`src/rtl/wb_axis_in_fifo.sv`:
```
// rtl/wb_axis_in_fifo.sv - Wishbone-fed input FIFO driving an AXI-Stream master
//
// Purpose: the CPU pushes X[n] samples through a Wishbone slave port into a
// small first-word-fall-through FIFO, which streams them toward the FIR.
// Frames are delimited by ap_start and data_length; tlast marks the final
// sample of a frame and frame_done reports its completion.
//
// Ports:
//   wb_clk_i, wb_rst_i        clock, synchronous active-high reset
//   wbs_cyc_i/stb_i/we_i      Wishbone cycle, strobe, write enable
//   wbs_sel_i[3:0]            byte selects (only full-word pushes are stored)
//   wbs_adr_i, wbs_dat_i      address (bits [7:0] decoded) and write data
//   wbs_ack_o, wbs_dat_o      one-cycle acknowledge and read data
//   ap_start, data_length     frame start pulse and sample count
//   ss_tdata/tvalid/tlast     stream master outputs
//   ss_tready                 stream consumer ready
module wb_axis_in_fifo #(
   parameter int pDATA_WIDTH = 32,
   parameter int pDEPTH      = 4
) (
   input  logic                   wb_clk_i,
   input  logic                   wb_rst_i,
   input  logic                   wbs_stb_i,
   input  logic                   wbs_cyc_i,
   input  logic                   wbs_we_i,
   input  logic [3:0]             wbs_sel_i,
   input  logic [31:0]            wbs_dat_i,
   input  logic [31:0]            wbs_adr_i,
   output logic                   wbs_ack_o,
   output logic [31:0]            wbs_dat_o,
   input  logic                   ap_start,
   input  logic [31:0]            data_length,
   output logic                   ss_tvalid,
   output logic [pDATA_WIDTH-1:0] ss_tdata,
   output logic                   ss_tlast,
   input  logic                   ss_tready
);

   localparam int AW = (pDEPTH > 1) ? $clog2(pDEPTH) : 1;
   localparam int CW = AW + 1;
   localparam logic [CW-1:0] DEPTH_C = CW'(pDEPTH);

   typedef enum logic [1:0] {
      ST_IDLE,
      ST_WAIT,
      ST_ACK
   } state_t;

   state_t state, state_nx;

   logic [pDATA_WIDTH-1:0] mem [pDEPTH];
   logic [AW-1:0]          wr_ptr, rd_ptr;
   logic [CW-1:0]          count;
   logic                   empty, full;
   logic                   req, adr_push, adr_stat, push_wr;
   logic                   enter_ack, push, pop;
   logic [31:0]            last_push;
   logic [31:0]            beat_cnt, len_q;
   logic                   frame_done;
   logic [31:0]            status_word, rd_word;
   logic                   unused_adr;

   assign unused_adr = ^wbs_adr_i[31:8];

   assign req      = wbs_cyc_i & wbs_stb_i;
   assign adr_push = (wbs_adr_i[7:0] == 8'h80);
   assign adr_stat = (wbs_adr_i[7:0] == 8'h88);
   // Only a full-word write is a real push; partial writes are acked and dropped.
   assign push_wr  = wbs_we_i & adr_push & (wbs_sel_i == 4'hF);

   // Fullness comes from the registered count only, so a pop in the same
   // cycle never lets a push into a full FIFO.
   assign empty = (count == '0);
   assign full  = (count == DEPTH_C);

   always_comb begin
      state_nx  = state;
      enter_ack = 1'b0;
      case (state)
         ST_IDLE: begin
            if (req) begin
               if (push_wr && full) begin
                  state_nx = ST_WAIT;
               end else begin
                  state_nx  = ST_ACK;
                  enter_ack = 1'b1;
               end
            end
         end
         ST_WAIT: begin
            // An abandoned cycle leaves without pushing or acking.
            if (!wbs_cyc_i) begin
               state_nx = ST_IDLE;
            end else if (!full) begin
               state_nx  = ST_ACK;
               enter_ack = 1'b1;
            end
         end
         ST_ACK: begin
            state_nx = ST_IDLE;
         end
         default: begin
            state_nx = ST_IDLE;
         end
      endcase
   end

   always_ff @(posedge wb_clk_i) begin
      if (wb_rst_i) begin
         state <= ST_IDLE;
      end else begin
         state <= state_nx;
      end
   end

   assign push = enter_ack & push_wr;
   assign pop  = ~empty & ss_tready;

   always_ff @(posedge wb_clk_i) begin
      if (push && !wb_rst_i) begin
         mem[wr_ptr] <= pDATA_WIDTH'(wbs_dat_i);
      end
   end

   // Power-of-two depth lets the pointers wrap by natural overflow.
   always_ff @(posedge wb_clk_i) begin
      if (wb_rst_i) begin
         wr_ptr    <= '0;
         rd_ptr    <= '0;
         count     <= '0;
         last_push <= '0;
      end else begin
         if (push) begin
            wr_ptr    <= wr_ptr + AW'(1);
            last_push <= wbs_dat_i;
         end
         if (pop) begin
            rd_ptr <= rd_ptr + AW'(1);
         end
         case ({push, pop})
            2'b10:   count <= count + CW'(1);
            2'b01:   count <= count - CW'(1);
            default: count <= count;
         endcase
      end
   end

   assign ss_tvalid = ~empty;
   assign ss_tdata  = empty ? '0 : mem[rd_ptr];
   // A zero length never matches because len_q - 1 would wrap; gate it explicitly.
   assign ss_tlast  = ss_tvalid & (len_q != 32'd0) & (beat_cnt == len_q - 32'd1);

   // ap_start takes priority over a beat accepted in the same cycle.
   always_ff @(posedge wb_clk_i) begin
      if (wb_rst_i) begin
         beat_cnt   <= '0;
         len_q      <= '0;
         frame_done <= 1'b0;
      end else if (ap_start) begin
         beat_cnt   <= '0;
         len_q      <= data_length;
         frame_done <= 1'b0;
      end else if (pop) begin
         if (ss_tlast) begin
            beat_cnt   <= '0;
            frame_done <= 1'b1;
         end else begin
            beat_cnt <= beat_cnt + 32'd1;
         end
      end
   end

   assign status_word = {24'd0, 5'(count), frame_done, full, empty};

   always_comb begin
      rd_word = 32'd0;
      if (adr_push) begin
         rd_word = last_push;
      end else if (adr_stat) begin
         rd_word = status_word;
      end
   end

   // Read data is captured on entry to ACK and is zero in every other cycle.
   always_ff @(posedge wb_clk_i) begin
      if (wb_rst_i) begin
         wbs_dat_o <= '0;
      end else if (enter_ack && !wbs_we_i) begin
         wbs_dat_o <= rd_word;
      end else begin
         wbs_dat_o <= '0;
      end
   end

   assign wbs_ack_o = (state == ST_ACK);

endmodule

```
`config.mk`:
```
export PLATFORM = sky130hd
export DESIGN_NAME = wb_axis_in_fifo
export DESIGN_NICKNAME = d
export VERILOG_FILES = /design/src/rtl/wb_axis_in_fifo.sv
export SDC_FILE = /design/constraint.sdc
export NUM_CORES = 1
export LEC_CHECK = 0
export CAP_MARGIN = 5
export CORE_ASPECT_RATIO = 0.8
export CORE_MARGIN = 5
export CORE_UTILIZATION = 40
export CTS_CLUSTER_SIZE = 25
export DETAILED_ROUTE_END_ITERATION = 16
export SLEW_MARGIN = 20
export SYNTH_ARGS = -nofsm -noshare
export SYNTH_HDL_FRONTEND = slang
export SYNTH_SLANG_ARGS = --single-unit
export TNS_END_PERCENT = 30
```
`constraint.sdc`:
```
create_clock -name wb_clk_i -period 8.9 [get_ports wb_clk_i]
set_input_delay 1.78 -clock wb_clk_i [delete_from_list [all_inputs] [get_ports wb_clk_i]]
set_output_delay 1.78 -clock wb_clk_i [all_outputs]
set_load 0.02 [all_outputs]
```
Word-level counts from Yosys, hierarchy flattened
Memory sizes are Yosys's and may differ from the RTL's. A register that Yosys moved wholly into a read port is not among the register bits.
Cells that the tools add are included.
{"block": "word_totals", "wordCells": 68, "ff_bits": 138, "ram_bits": 128, "memories": 1, "out_inout_bits": 67}
{"block": "op_classes", "n_addsub": 6, "n_eq_ne": 11, "mux": 19, "reduce_logical": 13, "bitwise_logic": 9}
{"name": "mem", "words": 4, "word_bits": 32, "read_ports": 1, "rd_clocked_by_memory_dff": 1, "write_ports": 1, "line_no": "51", "rtl": "logic [pDATA_WIDTH-1:0] mem [pDEPTH];"}
{"cell": "32-bit 2-to-1 mux", "count": 3}
{"cell": "32-bit by 1-bit adder with 32-bit output, second input constant", "count": 1}
{"cell": "32-bit equality test", "count": 1}
{"cell": "32-bit nonzero test", "count": 1}
{"cell": "32-bit by 1-bit subtractor with 32-bit output, second input constant", "count": 1}
{"cell": "8-bit equality test, second input constant", "count": 2}
{"cell": "2-bit 2-to-1 mux", "count": 6}
{"cell": "1-bit AND", "count": 7}
{"cell": "1-bit 2-to-1 mux", "count": 6}
{"cell": "6-bit 2-to-1 mux", "count": 1}
{"cell": "3-bit one-hot mux with 2 select lines", "count": 1}
{"cell": "2-bit by 1-bit adder with 2-bit output, second input constant", "count": 2}
{"cell": "2-bit by 1-bit equality test with 1-bit output, second input constant", "count": 2}
{"cell": "2-bit equality test, second input constant", "count": 2}
{"cell": "4-bit equality test, second input constant", "count": 1}
{"cell": "2-bit one-hot mux with 2 select lines", "count": 1}
{"cell": "2-bit AND reduction", "count": 2}
{"cell": "2-bit OR reduction", "count": 2}
{"cell": "3-bit by 1-bit adder with 3-bit output, second input constant", "count": 1}
{"cell": "3-bit equality test, second input constant", "count": 1}
{"cell": "1-bit logical AND", "count": 3}
{"cell": "3-bit logical NOT", "count": 1}
{"cell": "3-bit != test, second input constant", "count": 1}
{"cell": "3-bit by 1-bit subtractor with 3-bit output, second input constant", "count": 1}
{"cell": "6 further kinds", "count": 8}

Depth between registers and ports, before layout
Gate-level depths: netlist of the first run.
{"block": "depth", "depth_word": 11, "mapped_depth": 13, "mapped_depth_nobuf": 11}

Worst setup path before layout of the first run
OpenSTA, ideal clock, no wires.
{"block": "synth_path", "path_type": "reg2out", "from": "register len_q[7]", "to": "output port ss_tlast", "t_required_ns": 7.120, "t_arrival_ns": 3.205, "path_stages_with_launch": 9, "path_slack_ns": 3.915, "path_cell_list": "dfxtp_1 or4_1 or4_1 or4_1 o21ai_0 nand2_1 nor2_1 nand4_1 nor4_1"}
{"block": "synth_via", "elab_chain_cells": 3, "word_cells_on_any_way": 5}
{"item": "start: declaration", "line_no": "58", "rtl": "logic [31:0] beat_cnt, len_q;"}
{"item": "start signal: assignment", "line_no": "161", "rtl": "len_q <= data_length;"}
{"item": "32-bit by 1-bit subtractor with 32-bit output or 32-bit nonzero test (tied branches)", "line_no": "151", "rtl": "assign ss_tlast = ss_tvalid & (len_q != 32'd0) & (beat_cnt == len_q - 32'd1);"}
{"item": "32-bit equality test or 1-bit AND (tied branches)", "line_no": "151"}
{"item": "1-bit AND *", "line_no": "151"}
{"item": "end: declaration", "line_no": "35", "rtl": "output logic ss_tlast,"}
Every way passes the cells marked *; elsewhere a longest branch is shown, timed or not.

Final worst setup path of the first run
Same ends and word-level chain as after synthesis.

==> results of run 1 <==
sequential cells by signal, indices dropped and copies added, names as in the netlist, named ones only:
signal	flops
count	3
len_q	32
wbs_dat_o	32
state	2
frame_done	1
mem	128
beat_cnt	32
wr_ptr	2
rd_ptr	2
last_push	32
logic make-up after synthesis:
logic type / share of synthesized area
simple gates: 0.173
flops: 0.595
xor+xnor: 0.0604
buf+inv: 0.0208
fa+ha+maj: 0.0108
mux: 0.0998
compound gates: 0.0395
layer usage:
metal  share of wire  GRT usage
met1            0.51      0.259
met2            0.42      0.231
met3           0.049     0.0271
met4           0.019     0.0340
met5         0.00050          0
per-stage QoR:
stage	std cells	cell area, sq um	power, mW	setup WS [ns]	hold WS [ns]
floorplan	924	11200	1.42	3.91	0.420
global placement	1407	13000	1.49	3.13	0.436
detailed placement	1407	13000	1.49	3.05	0.441
CTS	1459	14000	2.69	2.73	0.451
global route	1459	14000	2.76	2.48	0.465
finish	1459	14000	2.66	2.77	0.449
power groups by stage:
stage | clock network (mW) | registers [mW] | logic (mW)
6_report | 1.19 | 1.31 | 0.152
5_1_grt | 1.28 | 1.31 | 0.165
4_1_cts | 1.22 | 1.31 | 0.152
3_5_place_dp | 0 | 1.34 | 0.151
3_3_place_gp | 0 | 1.34 | 0.149
2_1_floorplan | 0 | 1.33 | 0.0844
synth_stat cells, types with 11 or more instances:
cell type and instances:
dfxtp_1 140, edfxtp_1 128, nand2_1 91, nor2_1 78
and2_1 67, xnor2_1 42, nor3_1 41, a21oi_1 39
mux2i_1 37, xor2_1 35, clkbuf_1 34, mux4_2 32
nand3_1 17, nand4_1 14, inv_1 11, or4_1 11
final cells by class:
| cell class | count | area [sq um] | share of cell area |
|---|---|---|---|
| repair buffers | 162 | 1580 | 0.113 |
| clock buffers | 40 | 817 | 0.0585 |
| clock inverters | 12 | 140 | 0.0100 |
| inverters | 13 | 48.8 | 0.00349 |
| multi-input cells | 600 | 4280 | 0.307 |
| flip-flops and latches | 268 | 6650 | 0.476 |
| well taps | 364 | 455 | 0.0326 |
worst min-delay path, stage by stage, from the launching register on:
cell	delay (ns)
dfxtp_1	0.30
nand2_1	0.05
a21oi_1	0.05
how the worst max path moves through the flow:
| stage | cells past startpoint | startpoint | to |
|---|---|---|---|
| final | 9 | len_q[7]$_SDFFE_PP0P_ | ss_tlast |
| after global routing | 9 | len_q[0]$_SDFFE_PP0P_ | ss_tlast |
| after CTS | 9 | len_q[7]$_SDFFE_PP0P_ | ss_tlast |
| after detailed placement | 11 | wbs_adr_i[4] | mem[0][15]$_DFFE_PP_ |
| after global placement | 11 | wbs_adr_i[5] | mem[0][20]$_DFFE_PP_ |
| after floorplan | 8 | len_q[7]$_SDFFE_PP0P_ | ss_tlast |
==> run_results.csv, run 1 <==
group,metric,value,unit
status,outcome,"finished, final reports clean",
run,timing.max_cap.violations,0,
global_routing,grt-ovfl-total,0,
hold_path,min_path_type,"register to register",
die,num_rows,54,
clock_network,cts_buffer_depth,3,
die,die_area,0.0314,sq mm
layout,num-fill-cells,2439,
timing,final_max_slew_viol_count,0,
power_and_ir_drop,netSwitchingFraction,0.210,
hold_path,holdPathEnd,"last_push[31]$_SDFFE_PP0P_",
logic_synthesis,yosysTopAreaCell,"edfxtp_1",
power_and_ir_drop,ir_worst_vdd,0.000151,V
power_and_ir_drop,internal_power,2.10,mW
logic_synthesis,syn_avg_cell_area,12.1,sq um
clock_network,cts.reportedPaths.clkPinSlew,0.06,ns
timing,timing.slew.headroom,0.369,
clock_network,post_cts_setup_buffer_count,0,
timing,tightestPinTransition,0.946,ns
route,drt_pass1_iterations,5,
route,via_per_inst,5.09,
power_and_ir_drop,seqPwrFrac,0.494,
critical_path,critical_path_class,"register to output pin",
timing,finalCriticalPeriod,6.13,ns
critical_path,worst_r2r_startpoint,"len_q[0]$_SDFFE_PP0P_",
logic_synthesis,ys_ff_latch,268,
critical_path,worstPathCellList,"or4_1 > or4_1 > or4_1 > o21ai_0 > nand2_1 > nor2_1 > nand4_1 > nor4_1 > clkdlybuf4s50_1",
layout,num_antenna_cells,0,
power_and_ir_drop,clkPwrFrac,0.449,
layout,drive_gt1_frac,0.100,
placed_design,gp_congestion,0.817,
layout,layout.cells.most_common,"clkdlybuf4s50_1",
logic_synthesis,ys_top_cells_by_area,"edfxtp_1, dfxtp_1, mux4_2, and2_1, mux2i_1",
critical_path,worst_setup_path_end_kind,"output pin",
route,drt_first_iter_violations,412,
logic_synthesis,postSynthCellCount,924,
clock_network,cts_bufs_inserted,28,
timing,hold_viol,0,
die,die_w,197,um
layout,layout_common_cells,"clkdlybuf4s50_1, dfxtp_1, edfxtp_1, nand2_1, nor2_1",
die,floorplan.core_area,0.0274,sq mm
logic_synthesis,async_flop_share,0,
route,antenna_violating_nets_left,0,
global_routing,grt_use_total,0.162,
route,route.detailed.drc,0,
clock_network,tritoncts_clock_tree,"built",
hold_path,worst_hold_startpoint,"last_push[31]$_SDFFE_PP0P_",
critical_path,regToRegEndpoint,"beat_cnt[29]$_SDFFE_PP0P_",
logic_synthesis,most_instantiated_flip_flop_cell_in_the_synthesis_netlist,"dfxtp_1",
logic_synthesis,yosys.cell_types.count,56,
critical_path,worst_ep_required_time,7.12,ns
power_and_ir_drop,combinationalPowerShare,0.057,
critical_path,reg2reg_depth,11,
clock_network,number_of_sinks_handled_by_clock_tree_synthesis,268,
logic_synthesis,count_of_synthesis_stage_warnings_from_yosys,0,
layout,area_delta_synth_final,25.2,%
route,vias,7420,
critical_path,critPathSlowestCell,"clkdlybuf4s50_1",
route,detail_route.wirelength,26000,um
clock_network,ctsResizeCount,0,
power_and_ir_drop,power.leakage,4.75,nW
clock_network,cts_hold_repair.buffers,0,
clock_network,clk_root_buffer_cell,"clkbuf_16",
critical_path,timing.critical_path.fanout_max,7,
critical_path,critical_path_buf_inv_count,1,
power_and_ir_drop,p_per_area,190,mW/mm^2
global_routing,grt_start_max_net_pins,78,
die,top_level_ports,174,
power_and_ir_drop,netSwitchingPower,559,uW
global_routing,grt_antenna_before_repair,1,
logic_synthesis,synth_enable_flop_cells,128,
logic_synthesis,synth.cell_area,0.0112,sq mm
clock_network,clkLatencyLatePin,0.54,ns
logic_synthesis,yosysSeqAreaShare,0.595,
clock_network,count_of_h_tree_levels_built_during_cts,1,
critical_path,r2r_slack,4.86,ns
critical_path,cp_data_arrival_time,4.35,ns
critical_path,cp_common_cell,"or4_1",
timing,setup_clock_skew_after_layout,0.0221,ns
placed_design,detailed_place_hpwl,17100,um
timing,fin_tns_setup,0,ns
critical_path,critPathLaunchType,"register",
timing,setup-violations-final,0,
layout,nNetsFinal,1189,
die,initial_cell_density_of_the_core,0.408,
timing,fmax,163,MHz
critical_path,crit_path_max_incr_delay,0.66,ns
hold_path,timing.hold.worst_path_depth,2,
layout,post-route-util,0.511,
global_routing,grt_pass1_vias,7170,
logic_synthesis,synthDominantCellAreaShare,0.344,
timing,layout_worst_path_cycle_share,0.689,
placed_design,io_buffer_count,149,
timing,grt_setup_unrepaired,"no",
logic_synthesis,syn_nets,1040,
die,vertical_die_dimension,159,um
global_routing,global_route_wire_length_before_repair,41100,um
critical_path,timing.critical_path.max_delay_family,"simple AND/OR/NAND/NOR gates",
route,avgRoutedWirePerCell,17.8,um
(Power assumes the default switching activity.)
==> inputs of run 2 (changes only) <==
clock period = 6.05 ns   (was 8.9 ns; I/O delays follow)
==> run_results.csv, run 2 (synthesis results as in run 1) <==
group,metric,value,unit
clock_network,count_of_h_tree_levels_built_during_cts,1,
timing,timing.slew.headroom,0.311,
layout,top_register,"mem",
global_routing,grt_start_max_net_pins,53,
critical_path,crit_path_max_incr_delay,0.90,ns
global_routing,grt_use_total,0.162,
die,num_rows,54,
layout,nNetsFinal,1188,
timing,tightestPinTransition,1.02,ns
timing,fin_tns_setup,0,ns
clock_network,number_of_sinks_handled_by_clock_tree_synthesis,268,
clock_network,cts_buffer_depth,3,
layout,area_delta_synth_final,25.2,%
layout,regArea,0.00665,sq mm
global_routing,global_route_wire_length_before_repair,41300,um
layout,num_antenna_cells,0,
critical_path,worst_ep_required_time,4.84,ns
placed_design,detailed_place_hpwl,17600,um
timing,setup_clock_skew_after_layout,0.0241,ns
global_routing,grt-ovfl-total,0,
route,route.detailed.drc,0,
layout,num-fill-cells,2437,
clock_network,ctsResizeCount,0,
route,drt_first_iter_violations,372,
critical_path,cp_data_arrival_time,4.55,ns
placed_design,placed_area,0.0131,sq mm
clock_network,post_cts_setup_buffer_count,0,
route,via_per_inst,5.08,
layout,layout.cells.most_common,"clkdlybuf4s50_1",
critical_path,critical_path_buf_inv_count,1,
layout,largest_reg_flops,128,
clock_network,tritoncts_clock_tree,"built",
clock_network,cts.reportedPaths.clkPinSlew,0.07,ns
route,drt_pass1_iterations,4,
critical_path,timing.critical_path.fanout_max,7,
clock_network,cts_hold_repair.buffers,0,
route,antenna_violating_nets_left,0,
critical_path,worstPathCellList,"nor4_1 > nand2_1 > or4_1 > o21ai_0 > nand2_1 > nor2_1 > nand4_1 > nor4_1 > clkdlybuf4s50_1",
clock_network,clk_root_buffer_cell,"clkbuf_16",
layout,drive_gt1_frac,0.0998,
critical_path,critPathSlowestCell,"nor4_1",
timing,finalCriticalPeriod,5.76,ns
clock_network,clkLatencyLatePin,0.53,ns
timing,hold_viol,0,
die,die_w,197,um
die,top_level_ports,174,
run,timing.max_cap.violations,0,
layout,area_of_the_multi_input_gates,0.00428,sq mm
critical_path,worst_setup_path_end_kind,"output pin",
timing,fmax,174,MHz
timing,final_max_slew_viol_count,0,
route,vias,7397,
clock_network,cts_bufs_inserted,27,
placed_design,gp_congestion,0.825,
power_and_ir_drop,ir_worst_vdd,0.000191,V
hold_path,min_path_type,"register to register",
layout,finalInstanceArea,0.0140,sq mm
status,outcome,"finished, final reports clean",
global_routing,grt_pass1_vias,7254,
placed_design,io_buffer_count,149,
global_routing,grt_antenna_before_repair,0,
layout,layout_common_cells,"clkdlybuf4s50_1, dfxtp_1, edfxtp_1, nand2_1, nor2_1",
route,avgRoutedWirePerCell,17.8,um
route,detail_route.wirelength,25900,um
critical_path,timing.critical_path.max_delay_family,"simple AND/OR/NAND/NOR gates",
die,die_area,0.0314,sq mm
power_and_ir_drop,power.leakage,4.74,nW
power_and_ir_drop,p_per_area,275,mW/mm^2
timing,grt_setup_unrepaired,"no",
critical_path,critical_path_class,"register to output pin",
die,vertical_die_dimension,159,um
die,floorplan.core_area,0.0274,sq mm
critical_path,critPathLaunchType,"register",
timing,layout_worst_path_cycle_share,0.952,
die,initial_cell_density_of_the_core,0.408,
timing,setup-violations-final,0,
-- run 2: cell types whose count changed in the layout (fill, tap and decap cells not counted), moves of 2 or more --
| cell | delta |
|---|---|
| buf_12 | +4 |
| bufinv_16 | -2 |
| clkinv_4 | +4 |
| buf_4 | -4 |
| clkbuf_8 | -3 |
| clkbuf_1 | -2 |
| clkinv_2 | -3 |
-- run 2: worst paths after layout --
check        depth (start not counted)                         end  slack (ns)                       start
max                                  9                    ss_tlast        0.29       len_q[3]$_SDFFE_PP0P_
max reg2reg                          9    beat_cnt[5]$_SDFFE_PP0P_        2.29       len_q[3]$_SDFFE_PP0P_
min                                  2  last_push[11]$_SDFFE_PP0P_        0.45  last_push[11]$_SDFFE_PP0P_
min reg2reg                          2  last_push[11]$_SDFFE_PP0P_        0.45  last_push[11]$_SDFFE_PP0P_
-- run 2: layout make-up --
class                      instances  share of cell area
clock inverter                    13             0.00842
clock buffer                      36              0.0568
inverter                          13             0.00349
multi-input combinational        600               0.307
sequential                       268               0.476
timing repair buffer             162               0.117
tap                              364              0.0326
-- run 2: where the power goes --
group          switching, mW  internal (mW)
combinational          0.114          0.111
clock                  0.708          0.974
sequential            0.0209           1.91
total                  0.842           2.99
-- run 2: metrics by stage --
stage | setup WS, ns | total power, mW | hold WS, ns | cells | util
finish | 0.290 | 3.84 | 0.449 | 1456 | 0.511
global route | 0.00487 | 3.99 | 0.473 | 1456 | 0.511
CTS | 0.362 | 3.88 | 0.452 | 1456 | 0.511
detailed placement | 0.963 | 2.19 | 0.442 | 1407 | 0.477
global placement | 0.904 | 2.19 | 0.435 | 1407 | 0.477
floorplan | 1.63 | 2.09 | 0.420 | 924 | -
-- run 2: metal layers --
metal	global-route usage	share of wire	vias to the layer above
li1	-	-	3626
met4	0.0280	0.013	0
met2	0.238	0.43	157
met1	0.252	0.51	3593
met5	0	0	-
met3	0.0294	0.047	21
-- run 2: tightest hold or removal path, delay by kind of cell, from the launching register on --
family	cells	cell delay [ns]
AO/OA/AOI/OAI	1	0.05
flip-flops	1	0.30
AND/OR/NAND/NOR	1	0.05
==> inputs of run 3 (changes only) <==
clock period = 5.9 ns   (was 6.05 ns; I/O delays follow)
==> run_results.csv, run 3 (synthesis results as in run 1) <==
group,metric,value,unit
layout,layout_common_cells,"clkdlybuf4s50_1, dfxtp_1, edfxtp_1, nand2_1, nor2_1",
global_routing,grt_pass1_vias,7097,
layout,num_antenna_cells,0,
global_routing,grt-ovfl-total,0,
die,initial_cell_density_of_the_core,0.408,
global_routing,grt_start_max_net_pins,59,
power_and_ir_drop,power.leakage,4.75,nW
clock_network,cts.reportedPaths.clkPinSlew,0.06,ns
clock_network,count_of_h_tree_levels_built_during_cts,1,
critical_path,worst_setup_path_end_kind,"output pin",
critical_path,r2r_slack,2.35,ns
clock_network,cts_buffer_depth,3,
placed_design,gp_congestion,0.826,
critical_path,critPathLaunchType,"register",
hold_path,min_path_type,"register to register",
global_routing,grt_use_total,0.159,
status,outcome,"finished, final reports clean",
clock_network,cts_bufs_inserted,27,
layout,area_delta_synth_final,25.3,%
timing,fin_tns_setup,0,ns
die,die_w,197,um
critical_path,worstPathCellList,"or4_1 > or4_1 > or4_1 > o21ai_0 > nand2_1 > nor2_1 > nand4_1 > nor4_1 > clkdlybuf4s50_1",
placed_design,io_buffer_count,149,
placed_design,detailed_place_hpwl,17500,um
route,via_per_inst,5.00,
die,die_area,0.0314,sq mm
route,detail_route.wirelength,26000,um
route,drt_pass1_iterations,5,
timing,fmax,183,MHz
route,route.detailed.drc,0,
clock_network,clk_root_buffer_cell,"clkbuf_16",
timing,layout_worst_path_cycle_share,0.928,
die,top_level_ports,174,
clock_network,clkLatencyLatePin,0.52,ns
timing,grt_setup_unrepaired,"no",
route,avgRoutedWirePerCell,17.8,um
clock_network,tritoncts_clock_tree,"built",
timing,finalCriticalPeriod,5.48,ns
timing,timing.slew.headroom,0.348,
layout,stdcell_count,1459,
route,antenna_violating_nets_left,0,
layout,num-fill-cells,2383,
layout,largest_reg_flops,128,
route,vias,7298,
power_and_ir_drop,ir_worst_vdd,0.000157,V
timing,hold_viol,0,
critical_path,worst_ep_required_time,4.72,ns
global_routing,global_route_wire_length_before_repair,40500,um
layout,top_register,"mem",
die,num_rows,54,
layout,drive_gt1_frac,0.0986,
power_and_ir_drop,p_per_area,284,mW/mm^2
timing,setup_clock_skew_after_layout,0.00956,ns
run,timing.max_cap.violations,0,
die,floorplan.core_area,0.0274,sq mm
clock_network,number_of_sinks_handled_by_clock_tree_synthesis,268,
die,vertical_die_dimension,159,um
critical_path,cp_common_cell,"or4_1",
placed_design,placed_instances,1410,
critical_path,critical_path_class,"register to output pin",
global_routing,grt_antenna_before_repair,0,
critical_path,critPathSlowestCell,"clkdlybuf4s50_1",
route,drt_first_iter_violations,405,
critical_path,timing.critical_path.fanout_max,7,
layout,layout.cells.most_common,"clkdlybuf4s50_1",
timing,final_max_slew_viol_count,0,
clock_network,post_cts_setup_buffer_count,0,
layout,post-route-util,0.511,
critical_path,crit_path_max_incr_delay,0.67,ns
timing,setup-violations-final,0,
critical_path,cp_data_arrival_time,4.30,ns
timing,tightestPinTransition,0.971,ns
layout,nNetsFinal,1191,
run 3: changes by cell type in the layout (fill, tap and decap cells not counted):
| cell | before | now |
|---|---|---|
| buf_12 | 4 | 2 |
| buf_4 | 9 | 14 |
| bufinv_16 | 1 | 4 |
| clkbuf_1 | 4 | 9 |
| clkbuf_16 | 30 | 27 |
| clkbuf_8 | 2 | 5 |
| clkinv_2 | 3 | 4 |
| clkinv_4 | 5 | 0 |
| clkinvlp_4 | 1 | 0 |
| inv_2 | 2 | 1 |
| inv_4 | 1 | 0 |
| inv_8 | 1 | 0 |
| nor4_1 | 9 | 8 |
| nor4_2 | 1 | 2 |
run 3: area by class of cell:
type                       count  area (sq um)  share of cell area
tap                          364           455              0.0326
inverter                      13          48.8             0.00349
timing repair buffer         165          1630               0.116
clock inverter                 8           140              0.0100
clock buffer                  41           778              0.0556
sequential                   268          6650               0.475
multi-input combinational    600          4290               0.307
run 3: final timing paths:
check                                   from                          to  cells after the start
setup / recovery       len_q[7]$_SDFFE_PP0P_                    ss_tlast                      9
hold / removal    last_push[19]$_SDFFE_PP0P_  last_push[19]$_SDFFE_PP0P_                      2
setup reg to reg       len_q[7]$_SDFFE_PP0P_   beat_cnt[17]$_SDFFE_PP0P_                      9
hold reg to reg   last_push[19]$_SDFFE_PP0P_  last_push[19]$_SDFFE_PP0P_                      2
run 3: per-layer routing:
metal,part of all wire,wire length [um],vias up,GRT usage
met4,0.015,385,0,0.0296
met1,0.51,13400,3494,0.251
met5,0,0,-,0
met2,0.43,11100,161,0.234
li1,-,-,3619,-
met3,0.047,1210,24,0.0245
run 3: worst max-delay path, delay by kind of cell (launching register included):
kind	cells	cell delay, ns
DFF	1	0.38
AOI/OAI and AO/OA	1	0.43
buffers and inverters	1	0.67
and+or+nand+nor	7	2.32
run 3: report_power, final:
group	leakage (nW)	switching (mW)	internal, mW	total (mW)
registers	2.28	0.0211	1.96	1.98
logic	2.01	0.115	0.114	0.229
clock network	0.451	0.686	1.08	1.77
total	4.75	0.822	3.15	3.97
run 3: metrics by stage:
stage	cell area, sq um	worst slack (ns)	total power [mW]	hold slack (ns)
floorplan	11200	1.51	2.14	0.420
global placement	13100	0.903	2.24	0.437
detailed placement	13100	0.893	2.25	0.442
CTS	14000	0.327	4.03	0.451
global route	14000	0.193	4.13	0.468
finish	14000	0.424	3.97	0.449
run 3: what timing repair did:
item,4_1_cts,5_1_grt
gates resized for setup,0,1
hold buffers,0,0
setup endpoints to repair,0,1
